## src/rtl/nibble_serial_adder_pkg.sv

```systemverilog
// Shared definitions for the nibble-serial wide adder: nibble width and FSM encoding.
package nsa_pkg;

    localparam int NIBBLE_W = 4;

    typedef enum logic [1:0] {
        ST_IDLE = 2'd0,
        ST_RUN  = 2'd1,
        ST_DONE = 2'd2
    } state_t;

endpackage

```

## src/rtl/nibble_serial_adder_fourbitadder.sv

```systemverilog
// Combinational 4-bit ripple adder slice shared by the ALU wide-add datapath.
module fourbitadder (
    input  logic [3:0] e,
    input  logic [3:0] f,
    input  logic       carry_in,
    output logic [3:0] sum,
    output logic       carry_out
);

    // Plain 5-bit add; the top bit is the carry out of the slice.
    assign {carry_out, sum} = {1'b0, e} + {1'b0, f} + {4'b0000, carry_in};

endmodule

```

## src/rtl/nibble_serial_adder.sv

```systemverilog
// Sequencer that adds two NIBBLES*4-bit operands one nibble per clock through a
// single fourbitadder, LSB nibble first, and holds the full result for a
// valid/ready consumer.
module nibble_serial_adder
    import nsa_pkg::*;
#(
    parameter int NIBBLES = 4
) (
    input  logic                      clk,
    input  logic                      rst_n,
    input  logic                      in_valid,
    output logic                      in_ready,
    input  logic [NIBBLE_W*NIBBLES-1:0] a,
    input  logic [NIBBLE_W*NIBBLES-1:0] b,
    input  logic                      cin,
    output logic                      out_valid,
    input  logic                      out_ready,
    output logic [NIBBLE_W*NIBBLES-1:0] result,
    output logic                      cout,
    output logic                      ovf,
    output logic                      busy
);

    localparam int W      = NIBBLE_W * NIBBLES;
    localparam int IDX_W  = (NIBBLES > 1) ? $clog2(NIBBLES) : 1;
    localparam int BASE_W = $clog2(W);
    localparam logic [IDX_W-1:0] LAST_IDX = IDX_W'(NIBBLES - 1);

    state_t            state;
    state_t            next_state;
    logic [W-1:0]      a_reg;
    logic [W-1:0]      b_reg;
    logic              carry_reg;
    logic [IDX_W-1:0]  idx;
    logic [BASE_W-1:0] nib_base;
    logic [NIBBLE_W-1:0] nib_a;
    logic [NIBBLE_W-1:0] nib_b;
    logic [NIBBLE_W-1:0] nib_sum;
    logic              nib_cout;
    logic              accept;
    logic              last_nibble;

    // Select the current operand nibbles; the bit offset is the index times four.
    always_comb begin
        nib_base    = BASE_W'({idx, 2'b00});
        nib_a       = a_reg[nib_base +: NIBBLE_W];
        nib_b       = b_reg[nib_base +: NIBBLE_W];
        last_nibble = (idx == LAST_IDX);
    end

    fourbitadder u_add (
        .e         (nib_a),
        .f         (nib_b),
        .carry_in  (carry_reg),
        .sum       (nib_sum),
        .carry_out (nib_cout)
    );

    // Next-state decode; in_ready is already a registered IDLE flag so the accept needs no state term.
    always_comb begin
        next_state = state;
        accept     = 1'b0;
        case (state)
            ST_IDLE: begin
                if (in_valid && in_ready) begin
                    accept     = 1'b1;
                    next_state = ST_RUN;
                end
            end
            ST_RUN: begin
                if (last_nibble) begin
                    next_state = ST_DONE;
                end
            end
            ST_DONE: begin
                if (out_ready) begin
                    next_state = ST_IDLE;
                end
            end
            default: next_state = ST_IDLE;
        endcase
    end

    // State, registered status flags and the whole datapath; the flags decode the next state so they track it with no extra cycle.
    always_ff @(posedge clk or negedge rst_n) begin
        if (!rst_n) begin
            state     <= ST_IDLE;
            in_ready  <= 1'b1;
            out_valid <= 1'b0;
            busy      <= 1'b0;
            result    <= '0;
            cout      <= 1'b0;
            ovf       <= 1'b0;
            a_reg     <= '0;
            b_reg     <= '0;
            carry_reg <= 1'b0;
            idx       <= '0;
        end else begin
            state     <= next_state;
            in_ready  <= (next_state == ST_IDLE);
            out_valid <= (next_state == ST_DONE);
            busy      <= (next_state == ST_RUN);
            if (accept) begin
                a_reg     <= a;
                b_reg     <= b;
                carry_reg <= cin;
                idx       <= '0;
            end
            if (state == ST_RUN) begin
                result[nib_base +: NIBBLE_W] <= nib_sum;
                carry_reg <= nib_cout;
                if (last_nibble) begin
                    cout <= nib_cout;
                    ovf  <= (a_reg[W-1] == b_reg[W-1]) && (nib_sum[NIBBLE_W-1] != a_reg[W-1]);
                end else begin
                    idx <= idx + 1'b1;
                end
            end
        end
    end

endmodule

```

## config.mk

```make
export PLATFORM = sky130hd
export DESIGN_NAME = nibble_serial_adder
export DESIGN_NICKNAME = d
export VERILOG_FILES = /design/src/rtl/nibble_serial_adder_pkg.sv /design/src/rtl/nibble_serial_adder_fourbitadder.sv /design/src/rtl/nibble_serial_adder.sv
export SDC_FILE = /design/constraint.sdc
export NUM_CORES = 1
export LEC_CHECK = 0
export CAP_MARGIN = 20
export CELL_PAD_IN_SITES_DETAIL_PLACEMENT = 1
export CELL_PAD_IN_SITES_GLOBAL_PLACEMENT = 1
export CORE_MARGIN = 5
export CORE_UTILIZATION = 46
export CTS_BUF_LIST = sky130_fd_sc_hd__clkbuf_4 sky130_fd_sc_hd__clkbuf_8
export DETAILED_ROUTE_END_ITERATION = 10
export HOLD_SLACK_MARGIN = 0.12
export PLACE_DENSITY_LB_ADDON = 0.1
export SKIP_LAST_GASP = 1
export SYNTH_ARGS = -nofsm -noshare
export SYNTH_HDL_FRONTEND = slang
export SYNTH_SLANG_ARGS = --single-unit
```

## constraint.sdc

```tcl
create_clock -name clk -period 6.2 [get_ports clk]
set_input_delay 0.93 -clock clk [delete_from_list [all_inputs] [get_ports clk]]
set_output_delay 0.93 -clock clk [all_outputs]
set_load 0.01 [all_outputs]
```

* After elaboration in Yosys (flattened, before gate mapping)
Cells that the tools add are included.
Cells by class: add/sub/neg operators 4, eq/ne operators 7, shift operators 4, muxes and demuxes 12, reduce and logical (&&, ||, !) cells 6
Operator list (count):
- indexed part select 16 x 5 -> 4 bit | 2
- bitwise mux 16 bit | 1
- variable shift 4 x 6 -> 16 bit, first input constant | 1
- indexed part select 4 x 6 -> 16 bit | 1
- 2-to-1 mux 2 bit | 6
- == test 2 bit, second input constant | 3
- negator 4 -> 6 bit | 1
- case mux 2 bit (3 select lines) | 1
- adder 4 x 4 -> 5 bit | 1
- adder 5 x 1 -> 5 bit | 1
- == test 2 x 1 -> 1 bit, second input constant | 2
- zero test 2 bit | 2
- 2-to-1 mux 1 bit | 4
- adder 2 x 1 -> 2 bit, second input constant | 1
- logical AND 1 bit | 2
- AND reduction 2 bit | 1
- nonzero test 2 bit | 1
- == test 1 bit | 1
- inequality test 1 bit | 1
Word-level totals: register bits 58, output and inout port bits 21, logic and storage cells 44

* Logic depth before layout (Yosys ltp)
Gate-level depths: netlist of run 1.
depth after elaboration 6, gate-level depth with buffers 8, gate-level depth less buffers 7

* By module
Synthesis of run 1 repeated with hierarchy kept, for this count alone.
Second synthesis, totals: cells, all modules 174, area total of the unflattened synthesis 2776.4 µm²
By module, submodules not included:
- nibble_serial_adder | instances 1, cells an instance 158, area an instance 2632.5 µm², sequential area each 1452.6 µm²
- fourbitadder | instances 1, cells an instance 16, area an instance 143.9 µm², sequential area each 0.0 µm²

* Least setup slack after synthesis of run 1
No wires, ideal clock.
path kind reg-to-reg, start register idx[0], end register result[2], library setup time 83 ps, data arrival time 2503 ps, slack 3615 ps, cell stages (with the launch flop) 8, path buffers 1, path through dfrtp_1 > buf_2 > mux4_2 > fa_1 > fa_1 > xor2_1 > nand3_1 > o21ai_0
Between the ends: longest elaborated chain between the ends 5, elaborated cells between the ends (all ways) 8, classes of those cells add/sub (3); shift (4); mux (1)
Ends and longest elaborated chain:
- from (decl) | RTL line nibble_serial_adder.sv:34 | logic [IDX_W-1:0] idx;
- from (signal assigned) | RTL line nibble_serial_adder.sv:116 | idx <= idx + 1'b1;
- indexed part select 16 x 5 -> 4 bit, on equally long branches | RTL line nibble_serial_adder.sv:46, nibble_serial_adder.sv:47
- adder 4 x 4 -> 5 bit | RTL line nibble_serial_adder_fourbitadder.sv:11 | assign {carry_out, sum} = {1'b0, e} + {1'b0, f} + {4'b0000, carry_in};
- adder 5 x 1 -> 5 bit | RTL line nibble_serial_adder_fourbitadder.sv:11
- indexed part select 4 x 6 -> 16 bit | RTL line nibble_serial_adder.sv:110 | result[nib_base +: NIBBLE_W] <= nib_sum;
- bitwise mux 16 bit * | RTL line nibble_serial_adder.sv:110
- to (signal, indexed assignment) | RTL line nibble_serial_adder.sv:110
- to (decl) | RTL line nibble_serial_adder.sv:18 | output logic [NIBBLE_W*NIBBLES-1:0] result,
Every way passes the cells marked *; elsewhere a longest branch is shown, timed or not. A chain may end at the register's enable or synchronous reset.

* Worst setup path in the final report of run 1
Same ends and word-level chain as after synthesis.

==> metrics, run 1 <==
run status=complete, no violations; Cells after Synth=179; floorplan row count=27; post-cts gate resize count=0; most frequent cells in the layout=dfrtp_1 (57), clkdlybuf4s50_1 (56), mux2_2 (32); areal power density over the cells=571 mW/mm^2; initial detailed-routing violation count=38; minimum period implied by the final worst setup slack=3080 ps; clock network latency to the later pin of the worst-skew pair=330 ps; LEAKAGE=0.00145 uW; total I/O pin count=58; class of the tightest hold or removal check=reg -> reg; maximum achievable frequency=0.325 GHz; Mean Syn Cell Area=14.6 um^2; top cell type by total area after synthesis=dfrtp_1; final hold viol count=0; count of buffers inserted at the top-level ports=57; die span in x=85.3 um; number of clock sinks=between 50 and 60; Worst R2R Path Depth=6; reg-to-reg setup timing slack=3120 ps; total via count in the routed design=1720; Min Hold Slack=504 ps; unrepaired setup endpoints after global routing=no; initial antenna violation count=0; total inserted antenna cells=0; number of storage elements in the synthesis netlist=58; Final Core Density=62.0%; die extent in y=around 85 um; global-route wire length before repair=9980 um; Worst Hold End=b_reg[13]$_DFFE_PN0P_; largest family of logic cells by synthesized area=multiplexers; clock-pin transition on the worst setup and hold timing paths=60 ps; layout overhead on the synthesized area=30.8%; final wirelength=5920 um; DP HPWL=4460 um; leading cell type in the layout, fill and taps excluded=dfrtp_1; cell area after technology mapping=between 0.002 and 0.003 mm^2; Post-CTS Hold Fix Bufs=0; largest buffer count on any clock path=2; sequential power share=35.5%; via density per instance=5.38; clock tree from TritonCTS=done; category of the most critical setup path=reg -> reg; portion of total power attributed to combinational logic=between 40% and 50%; level count of the clock H-tree=3; layout cells sized above 1=a little over a quarter; total die area=0.00728 mm^2; mean routed wirelength per cell=roughly 18 um; maximum number of pins on one net before global-route repair=59; top cells by area in the synthesized netlist=dfrtp_1 (55%), mux2_2 (14%), mux4_2 (6.9%), a22o_1 (5.0%), ha_1 (4.3%); synthesis warning total=0; final net count=between 200 and 300; Worst R2R Start=idx[0]$_DFF_PN0_; combined flip-flop and latch cell area=approximately 0.0015 mm^2; Max Cap Viol=0; final clock period utilization by the worst path=approximately 50%; origin of the worst min-delay path=b_reg[13]$_DFFE_PN0P_; combined area of the multi-input logic cells=0.00111 mm^2; multiplexer fraction of the synthesized cell area=21.5%; remaining antenna violation count=0; Setup TNS=0 ps; post-synthesis net count=227; adder and majority cell fraction of the synthesized area=5.85%; Design Power=1950 uW; grt ovf=0; global routing usage summed across all routing layers=18.0%; internal power consumption=1180 uW; DRC violation count after routing=0; summed area of non-filler cells in the final layout=0.00341 mm^2; Starting Density=47.4%; number of different library cells in the post-synthesis netlist=30; crit path max fanout=14; Compound-Gate Fraction of Synth Area=7.58%; type of element launching the critical path=flop; sequential area share after synthesis=55.7%; number of buffers added for setup after CTS=0; startpoint of the worst setup timing path=idx[0]$_DFF_PN0_; Max Clock Skew=approximately 7.2 ps; required time worst endpoint=approximately 6500 ps; number of pins exceeding their max-slew limit in the final report=0; Num CTS Buffers=9; Setup crit end kind=flop; slew at the pin closest to its max-slew limit=732 ps; total setup violations reported at the end of the flow=0; number of global-route vias before repair=1983; placed cell area=~0.0033 mm^2; area fraction in and, or, nand and nor cells after synthesis=7.48%; Final GP Congestion=0.810; net switching power figure=763 uW; area share of xor/xnor cells in the synthesized design=0.336%; endpoint of the most critical register-to-register path=result[2]$_DFFE_PN0P_; Worst IR Drop VDD=slightly below 0.3 mV; post-synth top area share=between 50% and 60%; worst slew slack as a fraction of its limit=51.2%; core area=0.00551 mm^2; clock tree root driver cell=clkbuf_8; hold path depth=1; arrival time worst endpoint=~3300 ps; filler cell count in the final layout=538; clock network fraction of total power=between 10% and 20%; switching power share of the total=between 30% and 40%; number of iterations in the first detailed-routing pass=2
-- cell usage after synthesis --
cell and number:
buf_2 3, fa_1 2, dfrtp_1 57, nand4_1 1
o211ai_1 1, or2_2 2, or4_1 1, dfstp_2 1
o21ai_0 6, nor2_1 7, and3_1 1, nand2_2 1
mux2i_1 2, nand2_1 9, clkbuf_1 1, xor2_1 1
mux2_2 32, mux4_2 8, nor4_2 2, nand2b_1 2
ha_1 9, and2b_2 1, a21oi_1 4, buf_4 1
nand3_1 2, nor3_4 1, a22o_1 15, inv_1 4
nor4b_4 1, a41oi_1 1
-- layer usage --
layer  track usage (%)  wire (um)
met4              7.77        118
met5                 0          0
met2              32.3       3260
met1              20.2       2270
met3              4.17        270
-- worst max-delay path by stage --
stage / slack, ps / end / depth (start not counted)
2_1_floorplan: 3610 / result[2]$_DFFE_PN0P_ / 7
3_3_place_gp: 3260 / result[2]$_DFFE_PN0P_ / 6
3_5_place_dp: 3090 / result[2]$_DFFE_PN0P_ / 6
4_1_cts: 3090 / result[2]$_DFFE_PN0P_ / 6
5_1_grt: 2920 / result[2]$_DFFE_PN0P_ / 6
6_report: 3120 / result[2]$_DFFE_PN0P_ / 6
-- final cells by class --
type | count | area share, %
Inverter | 4 | 0.440
Clock inverter | 4 | 0.587
Sequential cell | 58 | 42.6
Multi-Input combinational cell | 112 | 32.7
Timing Repair Buffer | 59 | 17.0
Clock buffer | 11 | 4.07
Tap cell | 72 | 2.64
-- cells by family after synthesis --
group | after synthesis
compound gates | 27
xor+xnor | 1
flops | 58
simple gates | 31
buf+inv | 9
fa+ha+maj | 11
mux | 42
-- worst max-delay path: stages (launching register included) --
cell	delay (ps)
dfrtp_1	820
mux4_2	620
fa_1	450
fa_1	420
xor2_1	390
nand3_1	130
o21ai_0	160
-- power by group through the flow --
stage | Combinational (uW) | Clock (uW) | Sequential [uW]
6_report | 970 | 287 | 691
5_1_grt | 1070 | 314 | 716
4_1_cts | 989 | 295 | 697
3_5_place_dp | 981 | 0 | 704
3_3_place_gp | 928 | 0 | 692
2_1_floorplan | 657 | 0 | 656
-- through the flow --
step	std cells	setup WS, ps
finish	320	3120
global route	320	2920
CTS	320	3090
detailed placement	305	3090
global placement	305	3260
floorplan	179	3610
Note: power is estimated with default switching activity, not from simulation.
==> inputs of run 2 (changes only) <==
CORE_UTILIZATION = 38   (was 46)
clock period = 2.5 ns   (was 6.2 ns; I/O delays follow)
==> metrics, run 2 (synthesized netlist as in run 1, its figures left out) <==
Min Hold Slack=179 ps; Setup crit end kind=flop; initial antenna violation count=0; final wirelength=6130 um; total die area=0.00862 mm^2; class of the tightest hold or removal check=in -> async; required time worst endpoint=2750 ps; final clock period utilization by the worst path=95.8%; Num CTS Buffers=9; die extent in y=about 93 um; clock network latency to the later pin of the worst-skew pair=330 ps; number of clock sinks=between 50 and 60; number of global-route vias before repair=approximately 2.0k; internal power consumption=between 3000 and 4000 uW; number of buffers added for setup after CTS=0; total inserted antenna cells=0; reg-to-reg setup timing slack=100 ps; crit path max fanout=4; Worst IR Drop VDD=0.605 mV; LEAKAGE=0.00151 uW; Worst R2R Path Depth=7; DRC violation count after routing=0; core area=0.00672 mm^2; clock tree from TritonCTS=done; number of pins exceeding their max-slew limit in the final report=0; category of the most critical setup path=reg -> reg; arrival time worst endpoint=between 2000 and 3000 ps; least setup slack across all paths after layout=104 ps; floorplan row count=30; areal power density over the cells=1510 mW/mm^2; net switching power figure=2040 uW; leading cell type in the layout, fill and taps excluded=dfrtp_1; total I/O pin count=58; number of iterations in the first detailed-routing pass=4; global-route wire length before repair=10400 um; via density per instance=5.18; worst slew slack as a fraction of its limit=approximately half; total via count in the routed design=1762; Final GP Congestion=0.817; Post-CTS Hold Fix Bufs=0; Max Clock Skew=5.99 ps; mean routed wirelength per cell=18.0 um; clock-pin transition on the worst setup and hold timing paths=approximately 70 ps; unrepaired setup endpoints after global routing=yes; largest buffer count on any clock path=2; initial detailed-routing violation count=a little under 60; maximum achievable frequency=approximately 0.42 GHz; Post-Place Cells=324; non-filler instance count after layout=340; post-place setup slack=-28.4 ps; final net count=just over 300; remaining antenna violation count=0; minimum period implied by the final worst setup slack=2400 ps; grt ovf=0; final hold viol count=0; Final Core Density=53.2%; type of element launching the critical path=flop; endpoint of the most critical register-to-register path=ovf$_DFFE_PN0P_; maximum number of pins on one net before global-route repair=just under 60; largest incremental delay on the critical path=~520 ps; count of buffers inserted at the top-level ports=57; worst-path cell chain=buf_6, mux4_2, fa_2, nand3_1, a21oi_1, or4_1, a41oi_1; Max Cap Viol=0; die span in x=92.9 um; portion of total power attributed to combinational logic=54.0%; clock network fraction of total power=15.7%; most frequent cells in the layout=dfrtp_1 (57), clkdlybuf4s50_1 (56), mux2_2 (32); layout cells sized above 1=around a third; Worst R2R Start=idx[0]$_DFF_PN0_; level count of the clock H-tree=3; Setup TNS=0 ps; total setup violations reported at the end of the flow=0; Crit-path slowest cell=mux4_2; run status=complete, no violations; DP HPWL=4700 um; layout overhead on the synthesized area=37.1%; clock tree root driver cell=clkbuf_8; switching power share of the total=37.7%; Starting Density=38.8%; sequential power share=30.3%; global routing usage summed across all routing layers=15.9%; slew at the pin closest to its max-slew limit=733 ps
run 2: cell count changes in the layout (fill, tap and decap cells not counted), moves of 2 or more:
cell	before	now
a21oi_1	4	2
buf_4	2	12
fa_2	0	2
fa_1	2	0
clkinvlp_4	0	2
clkinv_2	4	2
a21oi_2	0	2
run 2: per-stage QoR:
stage | power (uW) | area, um^2
final | 5410 | 3580
after global routing | 5840 | 3580
after CTS | 5380 | 3550
after detailed placement | 4490 | 3350
after global placement | 4370 | 3350
after floorplan | 3300 | 2620
run 2: final cells by class:
| cell class | instances | area [um^2] |
|---|---|---|
| Fill cell | 676 | 3140 |
| Timing Repair Buffer | 70 | 667 |
| Sequential cell | 58 | 1450 |
| Tap cell | 80 | 100 |
| Clock inverter | 5 | 55.1 |
| Multi-Input combinational cell | 112 | 1150 |
| Clock buffer | 11 | 139 |
| Inverter | 4 | 15.0 |
run 2: repair_timing:
| action | in CTS | in global routing |
|---|---|---|
| pin swaps | 0 | 0 |
| gates cloned | 0 | 0 |
| endpoints found under the setup margin | 2 | 4 |
| hold endpoints to repair | 0 | 0 |
| gates resized for setup | 1 | 5 |
run 2: worst max-delay path: cells and delay by family (launching register included):
| family | cells | cell delay [ps] |
|---|---|---|
| flip-flops | 1 | 360 |
| buffers and inverters | 1 | 130 |
| multiplexers | 1 | 520 |
| adder cells (fa/ha/maj) | 1 | 390 |
| AND/OR/NAND/NOR | 2 | 600 |
| AO/OA/AOI/OAI | 2 | 310 |
run 2: worst max path at each step:
stage                      from               endpoint  slack, ps
2_1_floorplan  idx[0]$_DFF_PN0_        ovf$_DFFE_PN0P_         10
3_5_place_dp   idx[0]$_DFF_PN0_       cout$_DFFE_PN0P_        -30
4_1_cts        idx[0]$_DFF_PN0_       cout$_DFFE_PN0P_         20
3_3_place_gp   idx[0]$_DFF_PN0_  result[2]$_DFFE_PN0P_         70
5_1_grt        idx[0]$_DFF_PN0_        ovf$_DFFE_PN0P_        -20
6_report       idx[0]$_DFF_PN0_        ovf$_DFFE_PN0P_        100
run 2: routing by layer:
layer | GRT usage (%) | up-vias | wire, um
li1 | - | 818 | -
met1 | 18.6 | 895 | 2480
met2 | 28.2 | 43 | 3340
met3 | 4.31 | 6 | 258
met4 | 5.13 | 0 | 57
met5 | 0 | - | 0
run 2: power groups by stage:
stage	logic (uW)	registers [uW]	clock network, uW
finish	2920	1640	848
CTS	2850	1650	876
floorplan	1680	1630	0
global placement	2720	1640	0
global route	3210	1710	924
detailed placement	2820	1670	0
